==> src/rtl/lin_seq_ctrl_pkg.sv <==
// ============================================================================
// Module      : lin_seq_ctrl_pkg
// Description : Shared constants, derived widths, FSM state and MAC slot types
//               for the bit-serial linear unit sequencer.
// Revision    : 1.0 - initial release
// ============================================================================
`default_nettype none

package lin_seq_ctrl_pkg;

  localparam int LIN_SIZE         = 84;   // parallel output neurons per tile
  localparam int LIN_CHANNELS_MAX = 120;  // max input/output channels per layer
  localparam int ACT_BITS         = 3;    // activation bit planes
  localparam int LIN_MEM_LAT      = 2;    // default read latency (1..4)

  function automatic int max1(input int v);
    return (v < 1) ? 1 : v;
  endfunction

  localparam int LIN_TILES_MAX = (LIN_CHANNELS_MAX + LIN_SIZE - 1) / LIN_SIZE;
  localparam int CH_W  = $clog2(LIN_CHANNELS_MAX + 1);
  localparam int WA_W  = $clog2(LIN_TILES_MAX * LIN_CHANNELS_MAX);
  localparam int AA_W  = $clog2(LIN_CHANNELS_MAX);
  localparam int AB_W  = max1($clog2(ACT_BITS));
  localparam int TL_W  = max1($clog2(LIN_TILES_MAX));

  typedef enum logic [2:0] {
    IDLE   = 3'd0,
    CLEAR  = 3'd1,
    ACCUM  = 3'd2,
    SHIFT  = 3'd3,
    DRAIN  = 3'd4,
    OUTPUT = 3'd5
  } lin_seq_state_t;

  // One issue slot worth of MAC strobes; at most one bit is set.
  typedef struct packed {
    logic clear;
    logic en;
    logic shift;
  } lin_slot_t;

endpackage

`default_nettype wire

==> src/rtl/lin_seq_ctrl_if.sv <==
// ============================================================================
// Module      : lin_seq_ctrl_if
// Description : Memory-read, MAC-strobe and tile-writeback bundle between the
//               sequencer (master) and the datapath/writeback stage (slave).
//               Signals: wgt_rd_en/wgt_addr, act_rd_en/act_addr/act_bit,
//               mac_clear/mac_en/mac_shift, out_valid/out_ready/out_tile.
// Revision    : 1.0 - initial release
// ============================================================================
`default_nettype none

interface lin_seq_ctrl_if;
  import lin_seq_ctrl_pkg::*;

  logic            wgt_rd_en;
  logic [WA_W-1:0] wgt_addr;
  logic            act_rd_en;
  logic [AA_W-1:0] act_addr;
  logic [AB_W-1:0] act_bit;
  logic            mac_clear;
  logic            mac_en;
  logic            mac_shift;
  logic            out_valid;
  logic            out_ready;
  logic [TL_W-1:0] out_tile;

  modport master (
    output wgt_rd_en, wgt_addr, act_rd_en, act_addr, act_bit,
    output mac_clear, mac_en, mac_shift,
    output out_valid, out_tile,
    input  out_ready
  );

  modport slave (
    input  wgt_rd_en, wgt_addr, act_rd_en, act_addr, act_bit,
    input  mac_clear, mac_en, mac_shift,
    input  out_valid, out_tile,
    output out_ready
  );

endinterface

`default_nettype wire

==> src/rtl/lin_seq_ctrl_delay.sv <==
// ============================================================================
// Module      : lin_seq_delay
// Description : DEPTH-stage shift register of MAC issue slots, so that the
//               clear/en/shift strobes line up with read data arriving at the
//               MAC. Synchronous reset flushes every stage.
//   Ports: clk, rst, slot_in (issue-stage slot), slot_out (delayed slot)
// Revision    : 1.0 - initial release
// ============================================================================
`default_nettype none

module lin_seq_delay
  import lin_seq_ctrl_pkg::*;
#(
  parameter int DEPTH = 2
) (
  input  logic      clk,
  input  logic      rst,
  input  lin_slot_t slot_in,
  output lin_slot_t slot_out
);

  lin_slot_t [DEPTH-1:0] r_pipe;

  always_ff @(posedge clk) begin
    if (rst) begin
      r_pipe <= '0;
    end else begin
      r_pipe[0] <= slot_in;
      for (int i = 1; i < DEPTH; i++) begin
        r_pipe[i] <= r_pipe[i-1];
      end
    end
  end

  assign slot_out = r_pipe[DEPTH-1];

endmodule

`default_nettype wire

==> src/rtl/lin_seq_ctrl.sv <==
// ============================================================================
// Module      : lin_seq_ctrl
// Description : Run sequencer for the bit-serial linear unit. Walks output
//               tiles, activation bit planes (MSB first) and input channels,
//               issuing memory reads and latency-aligned MAC strobes, then
//               hands each finished tile to writeback via valid/ready.
//   Ports: clk, rst, start, in_channels, out_channels, busy, done, cfg_err,
//          bus (lin_seq_ctrl_if.master), and with LIN_SEQ_PERF_EN defined
//          perf_cycles / perf_stall.
//   Optional macro: LIN_SEQ_PERF_EN adds busy-cycle and output-stall counters.
// Revision    : 1.0 - initial release
// ============================================================================
`default_nettype none

module lin_seq_ctrl
  import lin_seq_ctrl_pkg::*;
#(
  parameter int MEM_LAT = LIN_MEM_LAT
) (
  input  logic            clk,
  input  logic            rst,
  input  logic            start,
  input  logic [CH_W-1:0] in_channels,
  input  logic [CH_W-1:0] out_channels,
  output logic            busy,
  output logic            done,
  output logic            cfg_err,
`ifdef LIN_SEQ_PERF_EN
  output logic [31:0]     perf_cycles,
  output logic [31:0]     perf_stall,
`endif
  lin_seq_ctrl_if.master  bus
);

  // Output channels covered once the current tile finishes: (tile+1)*LIN_SIZE.
  localparam int COV_W = $clog2(LIN_TILES_MAX * LIN_SIZE + 1);

  lin_seq_state_t   r_state, w_state_n;
  logic [CH_W-1:0]  r_in_ch, r_out_ch;
  logic [COV_W-1:0] r_cov;
  logic [AA_W-1:0]  r_ic;
  logic [AB_W-1:0]  r_bit;
  logic [TL_W-1:0]  r_tile;
  logic [WA_W-1:0]  r_base;
  logic [2:0]       r_drain;
  logic             w_cfg_ok, w_ic_last, w_last_tile, w_drain_end, w_rd;
  lin_slot_t        w_slot, w_mac;

  assign w_cfg_ok = (in_channels  != '0) && (in_channels  <= CH_W'(LIN_CHANNELS_MAX)) &&
                    (out_channels != '0) && (out_channels <= CH_W'(LIN_CHANNELS_MAX));
  assign w_ic_last   = (CH_W'(r_ic) == r_in_ch - 1'b1);
  assign w_last_tile = (r_cov >= COV_W'(r_out_ch));
  assign w_drain_end = (r_drain == 3'(MEM_LAT - 1));

  always_comb begin
    w_state_n = r_state;
    w_slot    = '0;
    case (r_state)
      IDLE:   if (start && w_cfg_ok) w_state_n = CLEAR;
      CLEAR: begin
        w_slot.clear = 1'b1;
        w_state_n    = ACCUM;
      end
      ACCUM: begin
        w_slot.en = 1'b1;
        if (w_ic_last) w_state_n = (r_bit == '0) ? DRAIN : SHIFT;
      end
      SHIFT: begin
        w_slot.shift = 1'b1;
        w_state_n    = ACCUM;
      end
      DRAIN:  if (w_drain_end) w_state_n = OUTPUT;
      OUTPUT: if (bus.out_ready) w_state_n = w_last_tile ? IDLE : CLEAR;
      default: w_state_n = IDLE;
    endcase
  end

  always_ff @(posedge clk) begin
    if (rst) begin
      r_state  <= IDLE;
      r_in_ch  <= '0;
      r_out_ch <= '0;
      r_cov    <= '0;
      r_ic     <= '0;
      r_bit    <= '0;
      r_tile   <= '0;
      r_base   <= '0;
      r_drain  <= '0;
      done     <= 1'b0;
      cfg_err  <= 1'b0;
    end else begin
      r_state <= w_state_n;
      done    <= 1'b0;
      cfg_err <= 1'b0;
      case (r_state)
        IDLE: begin
          if (start) begin
            if (w_cfg_ok) begin
              r_in_ch  <= in_channels;
              r_out_ch <= out_channels;
              r_cov    <= COV_W'(LIN_SIZE);
              r_tile   <= '0;
              r_base   <= '0;
            end else begin
              cfg_err <= 1'b1;
            end
          end
        end
        CLEAR: begin
          r_ic  <= '0;
          r_bit <= AB_W'(ACT_BITS - 1);
        end
        ACCUM: r_ic <= w_ic_last ? '0 : r_ic + 1'b1;
        SHIFT: begin
          r_ic  <= '0;
          r_bit <= r_bit - 1'b1;
        end
        DRAIN: r_drain <= w_drain_end ? 3'd0 : r_drain + 3'd1;
        OUTPUT: begin
          if (bus.out_ready) begin
            if (w_last_tile) begin
              done <= 1'b1;
            end else begin
              // Next tile's weight rows start in_channels further on.
              r_tile <= r_tile + 1'b1;
              r_base <= r_base + WA_W'(r_in_ch);
              r_cov  <= r_cov + COV_W'(LIN_SIZE);
            end
          end
        end
        default: ;
      endcase
    end
  end

  lin_seq_delay #(.DEPTH(MEM_LAT)) u_delay (
    .clk      (clk),
    .rst      (rst),
    .slot_in  (w_slot),
    .slot_out (w_mac)
  );

  assign w_rd          = (r_state == ACCUM);
  assign busy          = (r_state != IDLE);
  assign bus.wgt_rd_en = w_rd;
  assign bus.act_rd_en = w_rd;
  assign bus.wgt_addr  = w_rd ? r_base + WA_W'(r_ic) : '0;
  assign bus.act_addr  = w_rd ? r_ic : '0;
  assign bus.act_bit   = w_rd ? r_bit : '0;
  assign bus.mac_clear = w_mac.clear;
  assign bus.mac_en    = w_mac.en;
  assign bus.mac_shift = w_mac.shift;
  assign bus.out_valid = (r_state == OUTPUT);
  assign bus.out_tile  = r_tile;

`ifdef LIN_SEQ_PERF_EN
  always_ff @(posedge clk) begin
    if (rst) begin
      perf_cycles <= '0;
      perf_stall  <= '0;
    end else if (r_state == IDLE && start && w_cfg_ok) begin
      perf_cycles <= '0;
      perf_stall  <= '0;
    end else begin
      if (r_state != IDLE) perf_cycles <= perf_cycles + 32'd1;
      if (r_state == OUTPUT && !bus.out_ready) perf_stall <= perf_stall + 32'd1;
    end
  end
`endif

endmodule

`default_nettype wire

==> src/flat_wrapper.sv <==
// flat-port wrapper written by rule: the top's interface ports become plain ports
module lin_seq_ctrl_flat import lin_seq_ctrl_pkg::*;
#(
  parameter int MEM_LAT = LIN_MEM_LAT
)
  (clk, rst, start, in_channels, out_channels, busy, done, cfg_err, bus_wgt_rd_en, bus_wgt_addr, bus_act_rd_en, bus_act_addr, bus_act_bit, bus_mac_clear, bus_mac_en, bus_mac_shift, bus_out_valid, bus_out_tile, bus_out_ready);
  lin_seq_ctrl_if bus_i ();
  input  logic clk;
  input  logic rst;
  input  logic start;
  input  logic [CH_W-1:0] in_channels;
  input  logic [CH_W-1:0] out_channels;
  output logic busy;
  output logic done;
  output logic cfg_err;
  output wire logic [$bits(bus_i.wgt_rd_en)-1:0] bus_wgt_rd_en;
  output wire logic [$bits(bus_i.wgt_addr)-1:0] bus_wgt_addr;
  output wire logic [$bits(bus_i.act_rd_en)-1:0] bus_act_rd_en;
  output wire logic [$bits(bus_i.act_addr)-1:0] bus_act_addr;
  output wire logic [$bits(bus_i.act_bit)-1:0] bus_act_bit;
  output wire logic [$bits(bus_i.mac_clear)-1:0] bus_mac_clear;
  output wire logic [$bits(bus_i.mac_en)-1:0] bus_mac_en;
  output wire logic [$bits(bus_i.mac_shift)-1:0] bus_mac_shift;
  output wire logic [$bits(bus_i.out_valid)-1:0] bus_out_valid;
  output wire logic [$bits(bus_i.out_tile)-1:0] bus_out_tile;
  input wire logic [$bits(bus_i.out_ready)-1:0] bus_out_ready;
  assign bus_wgt_rd_en = bus_i.wgt_rd_en;
  assign bus_wgt_addr = bus_i.wgt_addr;
  assign bus_act_rd_en = bus_i.act_rd_en;
  assign bus_act_addr = bus_i.act_addr;
  assign bus_act_bit = bus_i.act_bit;
  assign bus_mac_clear = bus_i.mac_clear;
  assign bus_mac_en = bus_i.mac_en;
  assign bus_mac_shift = bus_i.mac_shift;
  assign bus_out_valid = bus_i.out_valid;
  assign bus_out_tile = bus_i.out_tile;
  assign bus_i.out_ready = bus_out_ready;
  lin_seq_ctrl #(.MEM_LAT(MEM_LAT)) u_core (.clk(clk), .rst(rst), .start(start), .in_channels(in_channels), .out_channels(out_channels), .busy(busy), .done(done), .cfg_err(cfg_err), .bus(bus_i));
endmodule
==> config.mk <==
export PLATFORM = sky130hd
export DESIGN_NAME = lin_seq_ctrl_flat
export DESIGN_NICKNAME = d
export VERILOG_FILES = /design/src/rtl/lin_seq_ctrl_pkg.sv /design/src/rtl/lin_seq_ctrl_if.sv /design/src/rtl/lin_seq_ctrl_delay.sv /design/src/rtl/lin_seq_ctrl.sv /design/src/flat_wrapper.sv
export SDC_FILE = /design/constraint.sdc
export NUM_CORES = 1
export LEC_CHECK = 0
export BUFFER_PORTS_ARGS = -buffer_cell sky130_fd_sc_hd__buf_2
export CAP_MARGIN = 20
export CELL_PAD_IN_SITES_DETAIL_PLACEMENT = 1
export CELL_PAD_IN_SITES_GLOBAL_PLACEMENT = 1
export CORE_ASPECT_RATIO = 1.25
export CORE_UTILIZATION = 38
export DETAILED_ROUTE_END_ITERATION = 8
export PLACE_DENSITY_LB_ADDON = 0.25
export SLEW_MARGIN = 20
export SYNTH_ARGS = -nofsm -noshare
export SYNTH_HDL_FRONTEND = slang
export SYNTH_SLANG_ARGS = --single-unit
==> constraint.sdc <==
create_clock -name clk -period 2.3 [get_ports clk]
set_clock_uncertainty 0.2 [all_clocks]
set_input_delay 0.46 -clock clk [delete_from_list [all_inputs] [get_ports clk]]
set_output_delay 0.46 -clock clk [all_outputs]
set_load 0.005 [all_outputs]
==> flow_summary.json, run 1 <==
{
  "status": "finished with violations",
  "violations": "negative setup slack",
  "synth_fp_nets": 420,
  "critPathArrivalTime_ps": 2110,
  "finish.net_count": 512,
  "cp-end-kind": "output pin",
  "antenna_cells": 0,
  "dpl.hpwl_mm": 6.76,
  "drive_gt1_share_pct": 36.2,
  "drc": 0,
  "crit_start": "u_core.r_base[1]",
  "syn_inst": 377,
  "period_minus_slack_ps": 2770,
  "first_pass_iters": 4,
  "drv_slew": 0,
  "r2r_end": "u_core.r_ic[0]",
  "place_inst": 547,
  "ir_drop_v": 0.000375,
  "fin_area_mm2": 0.00411,
  "r2r_setup_slack_ps": -60,
  "finalSetupTns_ps": -1970,
  "setup_ws_ps": -472,
  "clockBufferDepth": 2,
  "cts_root_buf": "clkbuf_8",
  "place.port_buffers": 44,
  "syn_area_per_cell_um2": 8.00,
  "ant_nets": 0,
  "cts_hold_buf": 0,
  "required_ps": 1640,
  "synth_warnings": 0,
  "rows": 35,
  "hp-class": "input pin to register",
  "grt_max_degree": 33,
  "cts_sinks": 52,
  "crit_end": "bus_wgt_addr[7]",
  "clk_latency_ps": 310,
  "gp_congestion": 0.887,
  "synth-seq-cells": 52,
  "static-leakage-power_nw": 1.79,
  "die_w_um": 81.7,
  "power.density_mw_per_mm2": 819,
  "whs_path_depth": 3,
  "cp_max_fo": 3,
  "grt_overflow": 0,
  "routed.top_layer": "met4",
  "antenna_found_initial": 0,
  "crit_type": "register to output pin",
  "synth_enable_flop_cells": 0,
  "io_pins": 45,
  "grt_pass1_wl_mm": 14.8,
  "tightest_slew_ps": 493,
  "die_area_mm2": 0.00830,
  "drtIter0Drc": 97,
  "met2_wirelength_mm": 5.02,
  "track_usage_pct": 23.0,
  "whs_ps": 189,
  "clk_pin_slew_ps": 100,
  "startpoint_type": "register",
  "r2r-start": "u_core.r_in_ch[0]",
  "grt_pass1_vias": 3214,
  "tritoncts": "yes",
  "syn_area_mm2": 0.00302,
  "drt-total-wl_mm": 9.17,
  "synthArstFlopShare_pct": 0,
  "place_area_mm2": 0.00372,
  "wl_met1_mm": 3.81,
  "ys_types": 55,
  "vias": 3026,
  "numCtsBuffers": 5,
  "finalHoldViolCount": 0,
  "ys.flop_type": "dfxtp_1",
  "core-area_mm2": 0.00753,
  "htree_levels": 2,
  "wire_per_inst_um": 16.3,
  "start_util_pct": 40.0,
  "max-slew-margin-rel_pct": 67.0,
  "area_growth_pct": 36.2,
  "die_h_um": 102,
  "instances_no_fill": 562,
  "fin_crit_sh_pct": 121,
  "timing.fmax_mhz": 361,
  "rsz0062_at_grt": "yes",
  "route.met3.wl_um": 189,
  "worst-r2r-cell-count": 9,
  "cap_violations": 0,
  "viasPerCell": 5.38,
  "setup_viol": 14,
  "ys_seq_area_share_pct": 34.5
}
[per-stage QoR]
stage	util, %	setup slack (ps)	total power, W
2_1_floorplan	-	-13.3	0.00206
6_report	54.6	-472	0.00337
4_1_cts	52.3	-476	0.00319
3_5_place_dp	49.4	-245	0.00259
5_1_grt	54.6	-592	0.00360
3_3_place_gp	49.4	-120	0.00255
[power by group]
group / internal, W / switching [W] / total (W)
logic: 0.000720 / 0.000944 / 0.00166
registers: 0.00104 / 0.000126 / 0.00116
clock network: 0.000218 / 0.000323 / 0.000541
total: 0.00197 / 0.00139 / 0.00337
[synthesized netlist by cell type (2+ instances only)]
| master | n | area share [%] |
|---|---|---|
| o21ai_1 | 2 | 0.33 |
| a211oi_1 | 4 | 1.0 |
| nand3_1 | 16 | 2.7 |
| a21oi_1 | 47 | 7.8 |
| nor2_1 | 28 | 3.5 |
| fa_1 | 2 | 1.3 |
| or4_1 | 4 | 1.0 |
| dfxtp_1 | 52 | 35 |
| inv_2 | 2 | 0.25 |
| xnor2_1 | 11 | 3.2 |
| nand2b_1 | 3 | 0.62 |
| nand3b_1 | 3 | 0.75 |
| and2_1 | 9 | 1.9 |
| a21o_1 | 6 | 1.5 |
| o21bai_1 | 3 | 0.75 |
| nand4_1 | 5 | 1.0 |
| o31ai_1 | 2 | 0.50 |
| buf_2 | 3 | 0.50 |
| or2_2 | 2 | 0.41 |
| ha_1 | 23 | 9.5 |
| o21ai_0 | 9 | 1.5 |
| a31oi_1 | 4 | 0.83 |
| nand2_1 | 47 | 5.8 |
| nor2b_1 | 4 | 0.83 |
| xor2_1 | 9 | 2.6 |
| inv_1 | 18 | 2.2 |
| and3_1 | 3 | 0.62 |
| clkbuf_1 | 11 | 1.4 |
| mux2i_1 | 3 | 1.0 |
| nor3_1 | 14 | 2.3 |
| or3_1 | 2 | 0.41 |
| nor3b_1 | 3 | 0.75 |
[per-layer routing]
layer / GRT usage [%] / up-vias
met1: 24.9 / 1463
met5: 0 / -
li1: - / 1504
met2: 45.1 / 48
met3: 3.15 / 11
met4: 6.88 / 0
[worst min path at each step]
stage,startpoint,to,slack (ps)
final,out_channels[1],u_core.r_out_ch[1],190
after global placement,u_core.u_delay.r_pipe[1],u_core.u_delay.slot_out[1],220
after floorplan,u_core.u_delay.r_pipe[0],u_core.u_delay.slot_out[0],210
after global routing,in_channels[2],u_core.r_in_ch[2],200
after CTS,rst,u_core.u_delay.r_pipe[1],170
after detailed placement,u_core.u_delay.r_pipe[0],u_core.u_delay.slot_out[0],250
[area by class of cell]
| cell class | instances | area (µm²) |
|---|---|---|
| multi-input cells | 290 | 2120 |
| fillers | 944 | 3420 |
| flip-flops and latches | 52 | 1060 |
| repair buffers | 100 | 652 |
| clock buffers | 6 | 72.6 |
| well taps | 92 | 115 |
| inverters | 20 | 77.6 |
| clock inverters | 2 | 13.8 |
[cell families (layout without fill, tap and decap cells)]
family / count (synthesis) / after routing / share of synthesized area (%)
and+or+nand+nor: 149 / 149 / 24.3
AOI/OAI and AO/OA: 92 / 93 / 18.8
DFF: 52 / 52 / 34.5
buffers and inverters: 36 / 128 / 4.73
adders and majority gates: 25 / 25 / 10.9
xor gates and xnor gates: 20 / 20 / 5.81
muxes: 3 / 3 / 0.995
[worst max-delay path: stages (launching register included)]
cell,delay [ps]
dfxtp_4,370
ha_4,230
a21o_1,170
a21oi_2,180
o21bai_2,110
a2111oi_4,310
nor3_1,100
nor3b_1,190
buf_2,150
[state kept, by name (all words and copies together) (netlist names)]
signal	count
u_core.bus.out_tile	1
u_core.r_ic	7
u_core.r_state	3
u_core.cfg_err	1
u_core.r_drain	3
u_core.r_cov	6
u_core.r_in_ch	7
u_core.r_base	8
u_core.u_delay.r_pipe	3
u_core.u_delay.slot_out	3
u_core.done	1
u_core.r_out_ch	7
u_core.r_bit	2
[placed cells by master (no fill, tap or decap), types with 4 or more instances in the layout]
cell | synthesis | routed
a21o_1 | 6 | 6
a21oi_1 | 47 | 34
a21oi_2 | 1 | 12
a31oi_1 | 4 | 4
and2_1 | 9 | 9
buf_2 | 3 | 44
buf_4 | 1 | 53
clkbuf_8 | 0 | 5
dfxtp_1 | 52 | 44
dfxtp_2 | 0 | 5
ha_1 | 23 | 19
ha_4 | 0 | 4
inv_1 | 18 | 14
inv_2 | 2 | 5
nand2_1 | 47 | 46
nand3_1 | 16 | 14
nand4_1 | 5 | 5
nor2_1 | 28 | 27
nor2b_1 | 4 | 4
nor3_1 | 14 | 13
o21ai_0 | 9 | 9
xnor2_1 | 11 | 8
xor2_1 | 9 | 9
[what timing repair did]
| item | in CTS | in global routing |
|---|---|---|
| pin swaps | 10 | 24 |
| resized for setup | 19 | 35 |
| cloned | 0 | 1 |
| setup buffers | 5 | 5 |
| setup endpoints to repair | 34 | 33 |
(Power assumes the default switching activity.)
==> run 2: changes to the inputs <==
--- a/config.mk
+++ b/config.mk
@@ -9,7 +9,8 @@
 export CAP_MARGIN = 20
 export CELL_PAD_IN_SITES_DETAIL_PLACEMENT = 1
 export CELL_PAD_IN_SITES_GLOBAL_PLACEMENT = 1
-export CORE_ASPECT_RATIO = 1.25
+export CORE_ASPECT_RATIO = 0.8
+export CORE_MARGIN = 2
 export CORE_UTILIZATION = 38
 export DETAILED_ROUTE_END_ITERATION = 8
 export PLACE_DENSITY_LB_ADDON = 0.25
==> run 2 against run 1 <==
  * The run still ends with negative setup slack left
  * Non-clock buffer count is 9 lower
  * Via count is 1.2% lower
  * Fmax decreased by 1.4%
  * Cell count is 1.2% higher
  * Die area up 4.5%
  * Critical path type unchanged
  * Critical endpoint unchanged
==> flow_summary.json, run 2 (synthesis gave the netlist of run 1 again) <==
{
  "tritoncts": "yes",
  "cts_sinks": 52,
  "gp_congestion": 0.853,
  "die_area_mm2": 0.00867,
  "start_util_pct": 38.7,
  "violations": "negative setup slack",
  "grt_pass1_wl_mm": 15.2,
  "cp_max_fo": 2,
  "dpl.hpwl_mm": 6.71,
  "clk_pin_slew_ps": 110,
  "finalHoldViolCount": 0,
  "wire_per_inst_um": 15.9,
  "cts_hold_buf": 0,
  "crit_end": "bus_wgt_addr[7]",
  "numCtsBuffers": 5,
  "grt_pass1_vias": 3112,
  "r2r_end": "u_core.r_state[0]",
  "cpMaxStageDelayCell": "dfxtp_4",
  "largest_reg_flops": 8,
  "antenna_cells": 0,
  "area_growth_pct": 33.7,
  "worst-r2r-cell-count": 8,
  "max-slew-margin-rel_pct": 69.7,
  "worst-path-stages": 8,
  "largest_register": "u_core.r_base",
  "static-leakage-power_nw": 1.75,
  "power.density_mw_per_mm2": 828,
  "ir_drop_v": 0.000477,
  "r2r_setup_slack_ps": -10,
  "place_inst": 555,
  "setup_viol": 9,
  "rows": 29,
  "instances_no_fill": 569,
  "cts_root_buf": "clkbuf_8",
  "cp_cell_sequence": "ha_4 -> a21o_1 -> a21oi_2 -> o21bai_2 -> a2111oi_4 -> nor3_1 -> nor3b_1 -> buf_2",
  "period_minus_slack_ps": 2810,
  "critPathArrivalTime_ps": 2150,
  "hp-class": "input pin to register",
  "cp_slowest_stage_delay_ps": 370,
  "ant_nets": 0,
  "antenna_found_initial": 0,
  "clk_latency_ps": 320,
  "tightest_slew_ps": 453,
  "r2r-start": "u_core.r_in_ch[0]",
  "required_ps": 1640,
  "drt-total-wl_mm": 9.07,
  "final_common_cell": "nand2_1",
  "vias": 2991,
  "grt_max_degree": 34,
  "drtIter0Drc": 93,
  "fillers": 962,
  "drive_gt1_share_pct": 33.8,
  "htree_levels": 2,
  "place.port_buffers": 44,
  "track_usage_pct": 21.5,
  "setup_ws_ps": -512,
  "io_pins": 45,
  "grt_overflow": 0,
  "drv_slew": 0,
  "finish.net_count": 503,
  "clockBufferDepth": 2,
  "first_pass_iters": 4,
  "viasPerCell": 5.26,
  "status": "finished with violations",
  "critPathTopFamily": "compound AO/OA/AOI/OAI gates",
  "cap_violations": 0,
  "timing.fmax_mhz": 356,
  "startpoint_type": "register",
  "fin_crit_sh_pct": 122,
  "crit_type": "register to output pin",
  "die_w_um": 104,
  "cp-end-kind": "output pin",
  "finalSetupTns_ps": -1830,
  "crit_start": "u_core.r_base[1]",
  "layout_common_cells": "46 x nand2_1, 45 x dfxtp_1, 44 x buf_2",
  "die_h_um": 83.7,
  "rsz0062_at_grt": "yes",
  "worstPathBufferInverterCount": 1,
  "place_ws_ps": -173,
  "core-area_mm2": 0.00780,
  "drc": 0
}
-- run 2: what timing repair did --
action                                  CTS  global route
endpoints found under the setup margin   30            35
gates resized for setup                  21            26
pin swaps                                10            14
buffers inserted                          7             3
cloned                                    1             0
-- run 2: routing by layer --
| layer | vias up | track usage (%) | routed length [µm] |
|---|---|---|---|
| met5 | - | 0 | 0 |
| met4 | 0 | 3.93 | 55 |
| met3 | 5 | 3.43 | 227 |
| li1 | 1487 | - | - |
| met2 | 37 | 37.4 | 4420 |
| met1 | 1462 | 28.5 | 4370 |
-- run 2: per-stage QoR --
stage	instance area, µm²	util (%)	total power [W]	hold WS (ps)
3_5_place_dp	3690	47.3	0.00259	231
4_1_cts	3930	50.4	0.00326	115
3_3_place_gp	3690	47.3	0.00253	225
2_1_floorplan	3080	-	0.00206	214
6_report	4030	51.7	0.00334	126
5_1_grt	4030	51.7	0.00358	131
-- run 2: worst min path at each step --
stage / start / end / slack, ps / cells past startpoint
after floorplan: u_core.u_delay.r_pipe[0] / u_core.u_delay.slot_out[0] / 210 / 1
after global placement: u_core.u_delay.r_pipe[0] / u_core.u_delay.slot_out[0] / 220 / 1
after detailed placement: u_core.u_delay.r_pipe[0] / u_core.u_delay.slot_out[0] / 230 / 1
after CTS: rst / u_core.u_delay.r_pipe[1] / 110 / 2
after global routing: rst / u_core.u_delay.r_pipe[1] / 130 / 2
final: rst / u_core.u_delay.r_pipe[1] / 130 / 2
-- run 2: where the power goes --
| group | switching [W] | leakage [nW] | total [W] | internal (W) |
|---|---|---|---|---|
| clock network | 0.000343 | 0.0477 | 0.000589 | 0.000246 |
| registers | 0.000128 | 0.427 | 0.00117 | 0.00104 |
| logic | 0.000911 | 1.27 | 0.00159 | 0.000675 |
| total | 0.00138 | 1.75 | 0.00334 | 0.00196 |
-- run 2: final cells by class --
class	instances	area, µm²	area share (%)
Tap cell	108	135	3.35
Multi-Input combinational cell	289	2070	51.2
Clock buffer	6	82.6	2.05
Timing Repair Buffer	91	597	14.8
Sequential cell	52	1050	26.1
Inverter	20	76.3	1.89
Clock inverter	2	13.8	0.341
Timing Repair inverter	1	7.51	0.186
==> run 3: changes to the inputs <==
--- a/config.mk
+++ b/config.mk
@@ -14,6 +14,7 @@
 export CORE_UTILIZATION = 38
 export DETAILED_ROUTE_END_ITERATION = 8
 export PLACE_DENSITY_LB_ADDON = 0.25
+export SETUP_SLACK_MARGIN = 0.15
 export SLEW_MARGIN = 20
 export SYNTH_ARGS = -nofsm -noshare
 export SYNTH_HDL_FRONTEND = slang
==> run 3 against run 2 <==
  * The flow still finishes with violations (negative setup slack)
  * Utilization increased by 3.6 points
  * Non-clock buffer count is 12 higher
  * Combinational power up 10%
  * Die area did not move
  * Power increased by 7.9%
  * Critical path depth unchanged
  * Cell count rose by 2.5%
  * Sequential power is essentially flat
  * Worst hold slack improved by 56 ps
==> flow_summary.json, run 3 (synthesis gave the netlist of run 1 again) <==
{
  "status": "finished with violations",
  "violations": "negative setup slack",
  "setup_viol": 19,
  "largest_reg_flops": 8,
  "rows": 29,
  "crit_type": "register to output pin",
  "rsz0062_at_grt": "yes",
  "antenna_found_initial": 0,
  "htree_levels": 2,
  "dpl.hpwl_mm": 6.91,
  "power.density_mw_per_mm2": 835,
  "cts_sinks": 52,
  "area_growth_pct": 43.1,
  "start_util_pct": 38.7,
  "ir_drop_v": 0.000443,
  "finalHoldViolCount": 0,
  "numCtsBuffers": 5,
  "cp_cell_sequence": "ha_4 -> a21o_1 -> a21oi_2 -> o21bai_2 -> a2111oi_4 -> o21ai_1 -> nor3b_1 -> buf_2",
  "place_ws_ps": -141,
  "max-slew-margin-rel_pct": 64.9,
  "layout_common_cells": "51 x buf_4, 43 x nand2_1, 43 x buf_2, 43 x dfxtp_1, 28 x a21oi_1",
  "finish.net_count": 517,
  "die_area_mm2": 0.00867,
  "largest_register": "u_core.r_base",
  "first_pass_iters": 4,
  "cpMaxStageDelayCell": "a2111oi_4",
  "static-leakage-power_nw": 1.84,
  "drive_gt1_share_pct": 41.9,
  "viasPerCell": 5.33,
  "clk_pin_slew_ps": 100,
  "required_ps": 1640,
  "place.port_buffers": 44,
  "period_minus_slack_ps": 2850,
  "tritoncts": "yes",
  "gp_congestion": 0.814,
  "cp_slowest_stage_delay_ps": 400,
  "clockBufferDepth": 2,
  "antenna_cells": 0,
  "fillers": 936,
  "final_common_cell": "buf_4",
  "clk_latency_ps": 330,
  "drt-total-wl_mm": 10.3,
  "utilization_pct": 55.3,
  "drv_slew": 0,
  "drc": 0,
  "drtIter0Drc": 110,
  "die_w_um": 104,
  "vias": 3110,
  "r2r_setup_slack_ps": -60,
  "cts_root_buf": "clkbuf_8",
  "finalSetupTns_ps": -2540,
  "fin_area_mm2": 0.00432,
  "grt_max_degree": 24,
  "startpoint_type": "register",
  "grt_pass1_wl_mm": 15.9,
  "timing.fmax_mhz": 351,
  "core-area_mm2": 0.00780,
  "cap_violations": 0,
  "io_pins": 45,
  "grt_overflow": 0,
  "setup_ws_ps": -552,
  "cp_max_fo": 3,
  "die_h_um": 83.7,
  "critPathArrivalTime_ps": 2190,
  "fin_crit_sh_pct": 124,
  "tightest_slew_ps": 527,
  "track_usage_pct": 22.6,
  "cp-end-kind": "output pin",
  "hp-class": "input pin to register",
  "place_area_mm2": 0.00373,
  "total_power_w": 0.00360,
  "cts_hold_buf": 0,
  "wire_per_inst_um": 17.7,
  "ant_nets": 0,
  "grt_pass1_vias": 3200
}
run 3: changes by cell type in the layout (fill, tap and decap cells not counted), moves of 2 or more:
cell and delta:
a21oi_1 -9, a21oi_2 +9, nand3_2 +9, buf_4 +8, nand3_1 -8, buf_6 +6
nand2_2 +4, nand2_1 -3, dfxtp_1 -2, mux2i_4 +2, or4_1 -2, or4_4 +2
run 3: through the flow:
stage               hold slack [ps]  std cells
global route                    175        583
finish                          182        583
floorplan                       214        377
global placement                221        554
detailed placement              230        554
CTS                             183        575
run 3: path summary, 6_finish.rpt:
| path | depth (start not counted) | to | startpoint |
|---|---|---|---|
| max reg2reg | 7 | u_core.r_base[6] | u_core.r_cov[5] |
| min | 3 | u_core.r_out_ch[1] | out_channels[1] |
| min reg2reg | 1 | u_core.u_delay.slot_out[0] | u_core.u_delay.r_pipe[0] |
| max | 8 | bus_wgt_addr[7] | u_core.r_base[1] |
run 3: layout make-up:
cell class | count | area, µm² | area share (%)
Sequential cell | 52 | 1060 | 24.6
Timing Repair inverter | 1 | 7.51 | 0.174
Timing Repair Buffer | 103 | 699 | 16.2
Tap cell | 108 | 135 | 3.13
Multi-Input combinational cell | 291 | 2220 | 51.4
Clock buffer | 5 | 68.8 | 1.59
Clock inverter | 3 | 46.3 | 1.07
Inverter | 20 | 80.1 | 1.86
run 3: worst max-delay path: cells and delay by family (launching register included):
family	cells	cell delay, ps
AOI/OAI and AO/OA	5	1000
adders and majority gates	1	230
buffers and inverters	1	130
DFF	1	370
and+or+nand+nor	1	150
run 3: what timing repair did:
item	4_1_cts	5_1_grt
cloned	2	2
buffers inserted	11	6
resized for setup	44	29
setup endpoints to repair	42	36
pin swaps	25	21
run 3: routing by layer:
metal,share of wire [%],GRT usage [%],wire [µm]
met1,45,28.4,4670
met2,50,40.9,5180
met3,3.1,3.90,324
met4,1.5,4.30,150
met5,0,0,0
run 3: power breakdown:
| group | internal [W] | leakage, nW | switching [W] |
|---|---|---|---|
| combinational | 0.000753 | 1.36 | 0.000996 |
| clock | 0.000328 | 0.0548 | 0.000345 |
| sequential | 0.00104 | 0.428 | 0.000142 |
| total | 0.00212 | 1.84 | 0.00148 |
